## config.mk

```make
export PLATFORM = sky130hd
export DESIGN_NAME = dsp_config_loader
export DESIGN_NICKNAME = d
export VERILOG_FILES = /design/src/rtl/dsp_config_loader.sv
export SDC_FILE = /design/constraint.sdc
export NUM_CORES = 1
export LEC_CHECK = 0
export BUFFER_PORTS_ARGS = -buffer_cell sky130_fd_sc_hd__buf_2
export CORE_ASPECT_RATIO = 0.8
export CORE_UTILIZATION = 60
export CTS_CLUSTER_DIAMETER = 150
export DETAILED_ROUTE_END_ITERATION = 8
export GPL_ROUTABILITY_DRIVEN = 0
export GPL_TIMING_DRIVEN = 0
export PLACE_DENSITY = 0.78
export SETUP_SLACK_MARGIN = 0.3
export SYNTH_ARGS = -nofsm -noshare
export SYNTH_HDL_FRONTEND = slang
export SYNTH_SLANG_ARGS = --single-unit
```

## constraint.sdc

```tcl
create_clock -name clk -period 2.9 [get_ports clk]
set_input_delay 0.29 -clock clk [delete_from_list [all_inputs] [get_ports clk]]
set_output_delay 0.29 -clock clk [all_outputs]
set_load 0.01 [all_outputs]
```

## src/rtl/dsp_config_loader.sv

```systemverilog
// dsp_config_loader
//   Loads the serial configuration chain of a DSP tile/column from a host.
//   Host words arrive over a valid/ready handshake. They are serialised MSB-first
//   into the chain during LOAD. The chain is then recirculated once in VERIFY,
//   and a CRC-16-CCITT of the returned stream is compared with the CRC of the
//   loaded stream.
//
// Ports
//   clk, RSTN                 clock, asynchronous active-low reset
//   start, abort              load request (IDLE only) / synchronous abort
//   cfg_word/valid/ready      host word handshake
//   configuration_input       serial data to the chain head
//   configuration_enable      chain shift enable
//   configuration_output      serial data from the chain tail
//   busy, done, crc_error     status (done pulses once; crc_error is sticky)
//   bit_count                 bits shifted in the current phase
module dsp_config_loader #(
  parameter int WORD_W    = 16,
  parameter int CHAIN_LEN = 64,
  parameter int CNT_W     = 16
) (
  input  logic              clk,
  input  logic              RSTN,
  input  logic              start,
  input  logic              abort,
  input  logic [WORD_W-1:0] cfg_word,
  input  logic              cfg_valid,
  output logic              cfg_ready,
  output logic              configuration_input,
  output logic              configuration_enable,
  input  logic              configuration_output,
  output logic              busy,
  output logic              done,
  output logic              crc_error,
  output logic [CNT_W-1:0]  bit_count
);

  localparam int N_WORDS = (CHAIN_LEN + WORD_W - 1) / WORD_W;
  localparam int SH_W    = $clog2(WORD_W + 1);
  localparam logic [CNT_W-1:0] LAST = CNT_W'(CHAIN_LEN - 1);

  typedef enum logic [1:0] {S_IDLE, S_LOAD, S_VERIFY} state_t;

  state_t            state_q;
  logic [WORD_W-1:0] hold_q;
  logic              hold_valid_q;
  logic [WORD_W-1:0] shreg_q;
  logic [SH_W-1:0]   sh_cnt_q;      // bits still waiting in shreg_q
  logic [CNT_W-1:0]  words_q;       // words accepted in this load
  logic [CNT_W-1:0]  bit_count_q;
  logic [15:0]       crc_load_q;
  logic [15:0]       crc_ver_q;
  logic              cin_q;
  logic              cen_q;
  logic              done_q;
  logic              crc_error_q;

  function automatic logic [15:0] crc_step(input logic [15:0] crc, input logic b);
    logic fb;
    fb = crc[15] ^ b;
    return {crc[14:0], 1'b0} ^ (fb ? 16'h1021 : 16'h0000);
  endfunction

  logic             hs;
  logic             direct;         // accepted word goes straight to the shifter
  logic             last_shift;     // this edge shifts the final LOAD bit in
  logic             can_issue;
  logic [CNT_W-1:0] issued;         // bits shifted plus the one on the wire
  logic [15:0]      crc_load_d;
  logic [15:0]      crc_ver_d;

  assign cfg_ready  = (state_q == S_LOAD) && !hold_valid_q && (words_q < CNT_W'(N_WORDS));
  assign hs         = cfg_valid && cfg_ready;
  assign direct     = hs && (sh_cnt_q == '0);
  assign issued     = bit_count_q + CNT_W'(cen_q);
  assign can_issue  = issued < CNT_W'(CHAIN_LEN);
  assign last_shift = cen_q && (bit_count_q == LAST);
  assign crc_load_d = crc_step(crc_load_q, cin_q);
  assign crc_ver_d  = crc_step(crc_ver_q, configuration_output);

  // During VERIFY the tail feeds the head directly, so the loop adds no flop.
  assign configuration_input  = (state_q == S_VERIFY) ? configuration_output : cin_q;
  assign configuration_enable = cen_q;
  assign busy                 = (state_q != S_IDLE);
  assign done                 = done_q;
  assign crc_error            = crc_error_q;
  assign bit_count            = bit_count_q;

  always_ff @(posedge clk or negedge RSTN) begin
    if (!RSTN) begin
      state_q      <= S_IDLE;
      hold_q       <= '0;
      hold_valid_q <= 1'b0;
      shreg_q      <= '0;
      sh_cnt_q     <= '0;
      words_q      <= '0;
      bit_count_q  <= '0;
      crc_load_q   <= 16'hFFFF;
      crc_ver_q    <= 16'hFFFF;
      cin_q        <= 1'b0;
      cen_q        <= 1'b0;
      done_q       <= 1'b0;
      crc_error_q  <= 1'b0;
    end else begin
      done_q <= 1'b0;
      if (abort) begin
        state_q      <= S_IDLE;
        cen_q        <= 1'b0;
        cin_q        <= 1'b0;
        hold_valid_q <= 1'b0;
        sh_cnt_q     <= '0;
      end else begin
        case (state_q)
          S_IDLE: begin
            if (start) begin
              state_q      <= S_LOAD;
              crc_error_q  <= 1'b0;
              bit_count_q  <= '0;
              crc_load_q   <= 16'hFFFF;
              crc_ver_q    <= 16'hFFFF;
              hold_valid_q <= 1'b0;
              sh_cnt_q     <= '0;
              words_q      <= '0;
            end
          end
          S_LOAD: begin
            if (cen_q) begin
              crc_load_q  <= crc_load_d;
              bit_count_q <= bit_count_q + CNT_W'(1);
            end
            if (hs) begin
              words_q <= words_q + CNT_W'(1);
            end
            if (hs && !direct) begin
              hold_q       <= cfg_word;
              hold_valid_q <= 1'b1;
            end
            if (last_shift) begin
              // Enable stays high so VERIFY follows LOAD without a gap.
              state_q     <= S_VERIFY;
              bit_count_q <= '0;
              cen_q       <= 1'b1;
              cin_q       <= 1'b0;
            end else if (can_issue && (sh_cnt_q != '0)) begin
              cin_q    <= shreg_q[WORD_W-1];
              shreg_q  <= shreg_q << 1;
              sh_cnt_q <= sh_cnt_q - SH_W'(1);
              cen_q    <= 1'b1;
            end else if (can_issue && hold_valid_q) begin
              cin_q        <= hold_q[WORD_W-1];
              shreg_q      <= hold_q << 1;
              sh_cnt_q     <= SH_W'(WORD_W - 1);
              hold_valid_q <= 1'b0;
              cen_q        <= 1'b1;
            end else if (can_issue && direct) begin
              cin_q    <= cfg_word[WORD_W-1];
              shreg_q  <= cfg_word << 1;
              sh_cnt_q <= SH_W'(WORD_W - 1);
              cen_q    <= 1'b1;
            end else begin
              cen_q <= 1'b0;   // starved: chain holds
            end
          end
          S_VERIFY: begin
            crc_ver_q   <= crc_ver_d;
            bit_count_q <= bit_count_q + CNT_W'(1);
            if (bit_count_q == LAST) begin
              state_q     <= S_IDLE;
              cen_q       <= 1'b0;
              done_q      <= 1'b1;
              crc_error_q <= (crc_ver_d != crc_load_q);
            end
          end
          default: state_q <= S_IDLE;
        endcase
      end
    end
  end

endmodule

```

==> impl_metrics.json, run 1 <==
{
  "synth_cell_type_count": 55,
  "worst_path_largest_cell_delay_ns": 0.48,
  "grt_max_degree": 56,
  "p_total_mw": 4.476,
  "route.detailed.drc": 0,
  "design_area_sq_mm": 0.005997,
  "yosysSeqAreaShare_pct": 51.53,
  "clock_sinks": 107,
  "syn_inst": 519,
  "grt_setup_unrepaired": "yes",
  "worstMarginPinSlew_ns": 1.028,
  "cp_slowest_cell": "dfrtp_2",
  "period_share_pct": 87.58,
  "core_region_area_sq_mm": 0.008521,
  "hpwl_um": 8083,
  "max_cap_viol_count": 0,
  "clock_skew_ns": 0.01557,
  "min_from": "cfg_word[7]",
  "crit_chain": "and3_1 > clkbuf_1 > a211oi_1 > o211ai_1 > a221oi_4 > buf_6 > buf_2 > nand2_1 > a41oi_1 > o31ai_1",
  "ios": 44,
  "cts_tree": "built",
  "cts-htree-levels": 3,
  "cts_buffers": 9,
  "vias_per_cell": 6.027,
  "drt_iter0_drc": 202,
  "slew_violations": 0,
  "fin_cells": 699,
  "dieArea_sq_mm": 0.009171,
  "critPathMaxFanout": 10,
  "grt_pass1_wl_um": 19480,
  "dpl-instance-area_sq_mm": 0.005654,
  "slew-limit-headroom_pct": 30.86,
  "clock_latency_ns": 0.39,
  "fmax_mhz": 393.7,
  "vias": 4213,
  "powerDensity_mw_per_mm2": 746.3,
  "ir_worst_vdd_mv": 0.4890,
  "overflow": 0,
  "fp.dieW_um": 106.8,
  "fillCellCount": 628,
  "min_period_ns": 2.540,
  "ys_seq_elements": 107,
  "std_cell_rows": 30,
  "hold_path.class": "primary input to flop",
  "power_frac_comb_pct": 32.9,
  "power_frac_seq_pct": 48.3,
  "seqCellArea_sq_mm": 0.002724,
  "fin_ws_ns": 0.3601,
  "p_switching_mw": 1.612,
  "setup_viol": 0,
  "io_buffers": 42,
  "yosysTopAreaCellShare_pct": 35.59,
  "antenna_found_initial": 0,
  "routed_wl_um": 11570,
  "yosysWarningCount": 0,
  "final_util_pct": 70.38,
  "synth_top_area_cell": "dfrtp_1",
  "drtAntennaViolNets": 0,
  "grt_pass1_vias": 3960,
  "async_flop_share_pct": 100.0,
  "netlist_top_cells_area": "dfrtp_1 36%, dfstp_2 16%, mux2_2 4.1%, nor2_1 4.0%, o21ai_0 3.3%",
  "syn_nets": 549,
  "r2r-start": "bit_count[8]",
  "finalNetCount": 612,
  "internal_power_mw": 2.864,
  "drive_gt1_share_pct": 27.26,
  "root_buffer": "clkbuf_8",
  "drt_first_pass_iters": 5,
  "pwr-share-clk_pct": 18.8,
  "start_util_pct": 61.89,
  "holdWs_ns": 0.1376,
  "cp.arrival_ns": 2.81,
  "final-hold-violation-count": 0,
  "pre_cts_slack_ns": -0.04891,
  "critPathCaptureType": "flop",
  "crit_type": "flop to flop",
  "tns_ns": 0,
  "yosysMostFrequentCell": "dfrtp_1",
  "switching_share_pct": 36.01,
  "die_h_um": 85.86,
  "worstPathRequired_ns": 3.17,
  "critPathLaunchType": "flop",
  "synth_edf_count": 0,
  "postSynthAreaPerCell_sq_um": 10.16,
  "place_inst": 674,
  "clock_path_buffers": 2,
  "synth-main-ff-cell": "dfrtp_1",
  "path_clk_slew_ns": 0.11,
  "wire_per_inst_um": 16.56,
  "leakagePower_nw": 2.742,
  "syn2layout_area_growth_pct": 13.71,
  "multi_input_area_sq_mm": 0.002449,
  "grt_util_all_layers_pct": 27.30,
  "critPathLaunch": "bit_count[8]",
  "status": "complete, no violations",
  "synth_area_sq_mm": 0.005274,
  "ys_top_cells_by_count": "75 x dfrtp_1, 56 x nor2_1, 45 x nand2_1, 35 x o21ai_0, 32 x dfstp_2",
  "diodes": 0
}
## cells in the final DEF, fill, tap and decap left out, types with 7 or more instances in the layout
cell and n:
nand3_1 17, dfrtp_1 70, a31oi_1 7, and3_1 7, o22ai_1 15, nand2_1 42, o21ai_0 35, xnor2_1 16
inv_1 22, o31ai_1 20, xor2_1 17, ha_1 7, nand4_1 9, buf_4 9, mux2_2 19, clkbuf_1 11
a21oi_1 11, nor2_1 55, clkbuf_8 9, buf_2 47, o22a_1 16, dfstp_2 32
## power by group through the flow
stage / Clock, mW / Sequential [mW] / Combinational (mW)
floorplan: 0 / 2.11 / 1.10
global placement: 0 / 2.17 / 1.36
detailed placement: 0 / 2.18 / 1.42
CTS: 0.858 / 2.16 / 1.45
global route: 0.913 / 2.20 / 1.65
finish: 0.839 / 2.16 / 1.47
## routing by layer
| layer | share of wire (%) | GRT usage, % | wire, um |
|---|---|---|---|
| met3 | 5.1 | 5.243 | 591 |
| met4 | 1.5 | 8.966 | 174 |
| met1 | 48 | 40.54 | 5554 |
| met2 | 45 | 40.47 | 5252 |
| met5 | 0 | 0 | 0 |
## kinds of logic (layout without fill, tap and decap cells)
family	after synthesis	in the layout	share of synthesized area, %
flip-flops	107	107	51.53
adder cells (fa/ha/maj)	8	8	1.898
AO/OA/AOI/OAI	125	125	16.09
buffers and inverters	46	114	3.535
multiplexers	22	22	4.626
XOR/XNOR	33	33	5.480
AND/OR/NAND/NOR	178	178	16.84
## worst max-delay path, delay by kind of cell, from the launching register on
family,cells,cell delay (ns)
buffers and inverters,3,0.54
DFF,1,0.48
and+or+nand+nor,2,0.27
AOI/OAI and AO/OA,5,1.14
## registers in the layout (all words and copies together), names as in the netlist
name                  count
bit_count                16
cin_q                     1
configuration_enable      1
crc_error                 1
crc_load_q               16
crc_ver_q                16
done                      1
hold_q                   16
hold_valid_q              1
sh_cnt_q                  5
shreg_q                  15
state_q                   2
words_q                  16
## final timing paths
kind / endpoint / slack (ns) / cells past startpoint
worst min register to register: crc_error / 0.48 / 2
worst max-delay path: cin_q / 0.36 / 10
worst min-delay path: hold_q[7] / 0.14 / 2
worst max register to register: cin_q / 0.36 / 10
min in group asynchronous: cin_q / 0.47 / 2
max in group asynchronous: crc_load_q[5] / 1.71 / 3
## cell type report
type / instances / share of cell area [%]
Inverter: 23 / 1.440
Tap cell: 112 / 2.337
Sequential cell: 107 / 45.42
Clock inverter: 6 / 0.7094
Clock buffer: 10 / 2.128
Timing Repair Buffer: 52 / 5.237
Multi-Input combinational cell: 366 / 40.83
Buffer: 23 / 1.899
## repair_timing
| item | CTS | global route |
|---|---|---|
| pin swaps | 3 | 4 |
| hold buffers | 1 | 0 |
| hold endpoints to repair | 42 | 0 |
| buffers inserted | 3 | 5 |
| gates resized for setup | 14 | 22 |
| setup endpoints to repair | 36 | 70 |
Power figures use the tool's default switching activity.
==> run 2: changes to the inputs <==
==> constraint.sdc (replaced) <==
create_clock -name clk -period 2.6 [get_ports clk]
set_input_delay 0.26 -clock clk [delete_from_list [all_inputs] [get_ports clk]]
set_output_delay 0.26 -clock clk [all_outputs]
set_load 0.01 [all_outputs]
==> impl_metrics.json, run 2 (synthesized netlist as in run 1, its figures left out) <==
{
  "worst_path_largest_cell_delay_ns": 0.53,
  "fillCellCount": 534,
  "grt.busiest_layer": "met2",
  "place_inst": 674,
  "power_frac_seq_pct": 44.1,
  "worstPathRequired_ns": 2.86,
  "final_common_cell": "dfrtp_1",
  "pwr-share-clk_pct": 16.7,
  "mostFrequentLayoutCells": "67 x dfrtp_1, 49 x nor2_1, 43 x buf_2, 42 x nand2_1, 40 x buf_4",
  "rr_endpoint": "sh_cnt_q[0]",
  "crit_type": "flop to flop",
  "min_period_ns": 2.458,
  "reg2reg_slack_ns": 0.14,
  "leakagePower_nw": 3.013,
  "route.detailed.drc": 0,
  "powerDensity_mw_per_mm2": 842.0,
  "seqCellArea_sq_mm": 0.002728,
  "start_util_pct": 61.89,
  "root_buffer": "clkbuf_8",
  "p_switching_mw": 1.995,
  "slew_violations": 0,
  "fp.dieW_um": 106.8,
  "dpl-instance-area_sq_mm": 0.005687,
  "tns_ns": 0,
  "hold_path.class": "primary input to flop",
  "fin_cells": 735,
  "drt_first_pass_iters": 6,
  "setup_viol": 0,
  "dieArea_sq_mm": 0.009171,
  "std_cell_rows": 30,
  "cp.arrival_ns": 2.72,
  "r2r-start": "bit_count[9]",
  "drive_gt1_share_pct": 36.92,
  "routed_wl_um": 13430,
  "use_met3_pct": 6.383,
  "grt_pass1_wl_um": 20870,
  "cts-htree-levels": 3,
  "critPathLaunch": "bit_count[9]",
  "diodes": 0,
  "cts_tree": "built",
  "slew-limit-headroom_pct": 46.71,
  "clock_skew_ns": 0.01069,
  "io_buffers": 42,
  "clock_sinks": 107,
  "use_met1_pct": 40.72,
  "ios": 44,
  "fmax_mhz": 406.8,
  "clock_path_buffers": 2,
  "status": "complete, no violations",
  "overflow": 0,
  "hpwl_um": 7838,
  "internal_power_mw": 3.505,
  "r2r_cells": 8,
  "multi_input_area_sq_mm": 0.002630,
  "ir_worst_vdd_mv": 0.5102,
  "grt_util_all_layers_pct": 29.47,
  "core_region_area_sq_mm": 0.008521,
  "pre_cts_slack_ns": -0.2021,
  "vias": 4558,
  "cp-endpoint": "sh_cnt_q[0]",
  "antenna_found_initial": 0,
  "drtAntennaViolNets": 0,
  "crit_chain": "or4_4 > mux2_4 > a221oi_4 > buf_12 > buf_4 > nand2_1 > o31ai_1 > a22oi_2",
  "path_clk_slew_ns": 0.10,
  "vias_per_cell": 6.201,
  "grt_max_degree": 67,
  "critPathMaxFanout": 10,
  "drt_iter0_drc": 464,
  "power_frac_comb_pct": 39.2,
  "max_cap_viol_count": 0,
  "design_area_sq_mm": 0.006533,
  "critPathLaunchType": "flop",
  "grt_pass1_vias": 4265,
  "finalNetCount": 648,
  "worstMarginPinSlew_ns": 0.7927,
  "grt_setup_unrepaired": "yes",
  "fin_ws_ns": 0.1420,
  "critPathCaptureType": "flop",
  "wire_per_inst_um": 18.27,
  "switching_share_pct": 36.27,
  "clock_latency_ns": 0.38,
  "period_share_pct": 94.54,
  "grt_util_met2_pct": 46.74,
  "die_h_um": 85.86,
  "cts_buffers": 9,
  "min_path_cells": 2,
  "cp_slowest_cell": "or4_4",
  "final-hold-violation-count": 0,
  "syn2layout_area_growth_pct": 23.87
}
==> run 2: worst max-delay path: cells and delay by family (launching register included) <==
kind,cells,cell delay [ns]
simple gates,2,0.64
flops,1,0.43
mux,1,0.30
buf+inv,2,0.34
compound gates,3,0.64
==> run 2: how the worst min path moves through the flow <==
stage           startpoint      endpoint  slack (ns)
3_3_place_gp    shreg_q[8]    shreg_q[8]        0.46
3_5_place_dp          RSTN          done        0.29
5_1_grt        cfg_word[8]     hold_q[8]        0.11
6_report       cfg_word[8]     hold_q[8]        0.12
4_1_cts        cfg_word[4]     hold_q[4]        0.11
2_1_floorplan         RSTN  bit_count[0]       -0.04
==> run 2: routing by layer <==
| layer | share of wire (%) | vias to the layer above |
|---|---|---|
| met1 | 44 | 2286 |
| met2 | 48 | 185 |
| met3 | 6.0 | 22 |
| met4 | 1.3 | 0 |
| met5 | 0 | - |
| li1 | - | 2065 |
==> run 2: stage by stage <==
step | hold slack [ns] | power, mW | util (%)
global placement | 0.4608 | 3.942 | 66.39
CTS | 0.1068 | 5.189 | 74.17
floorplan | -0.03559 | 3.591 | -
finish | 0.1201 | 5.500 | 76.67
detailed placement | 0.2876 | 4.026 | 66.74
global route | 0.1147 | 5.792 | 76.67
==> run 2: power groups by stage <==
stage          logic [mW]  registers [mW]  clock network [mW]
6_report             2.16            2.42               0.919
4_1_cts              1.85            2.41               0.933
2_1_floorplan        1.24            2.35                   0
5_1_grt              2.33            2.47               0.989
3_3_place_gp         1.53            2.41                   0
3_5_place_dp         1.60            2.43                   0
==> run 2: repair_timing <==
item / 4_1_cts / 5_1_grt
buffers inserted: 27 / 12
hold buffers: 1 / 0
gates resized for setup: 59 / 41
cloned: 5 / 0
endpoints found under the setup margin: 88 / 92
endpoints found under the hold margin: 21 / 0
pin swaps: 24 / 16
==> run 2: layout make-up <==
cell class	instances	area share, %
Inverter	23	1.360
Multi-Input combinational cell	366	40.26
Clock inverter	3	0.2490
Buffer	23	2.681
Clock buffer	13	2.279
Sequential cell	107	41.75
Timing Repair Buffer	88	9.270
Tap cell	112	2.145
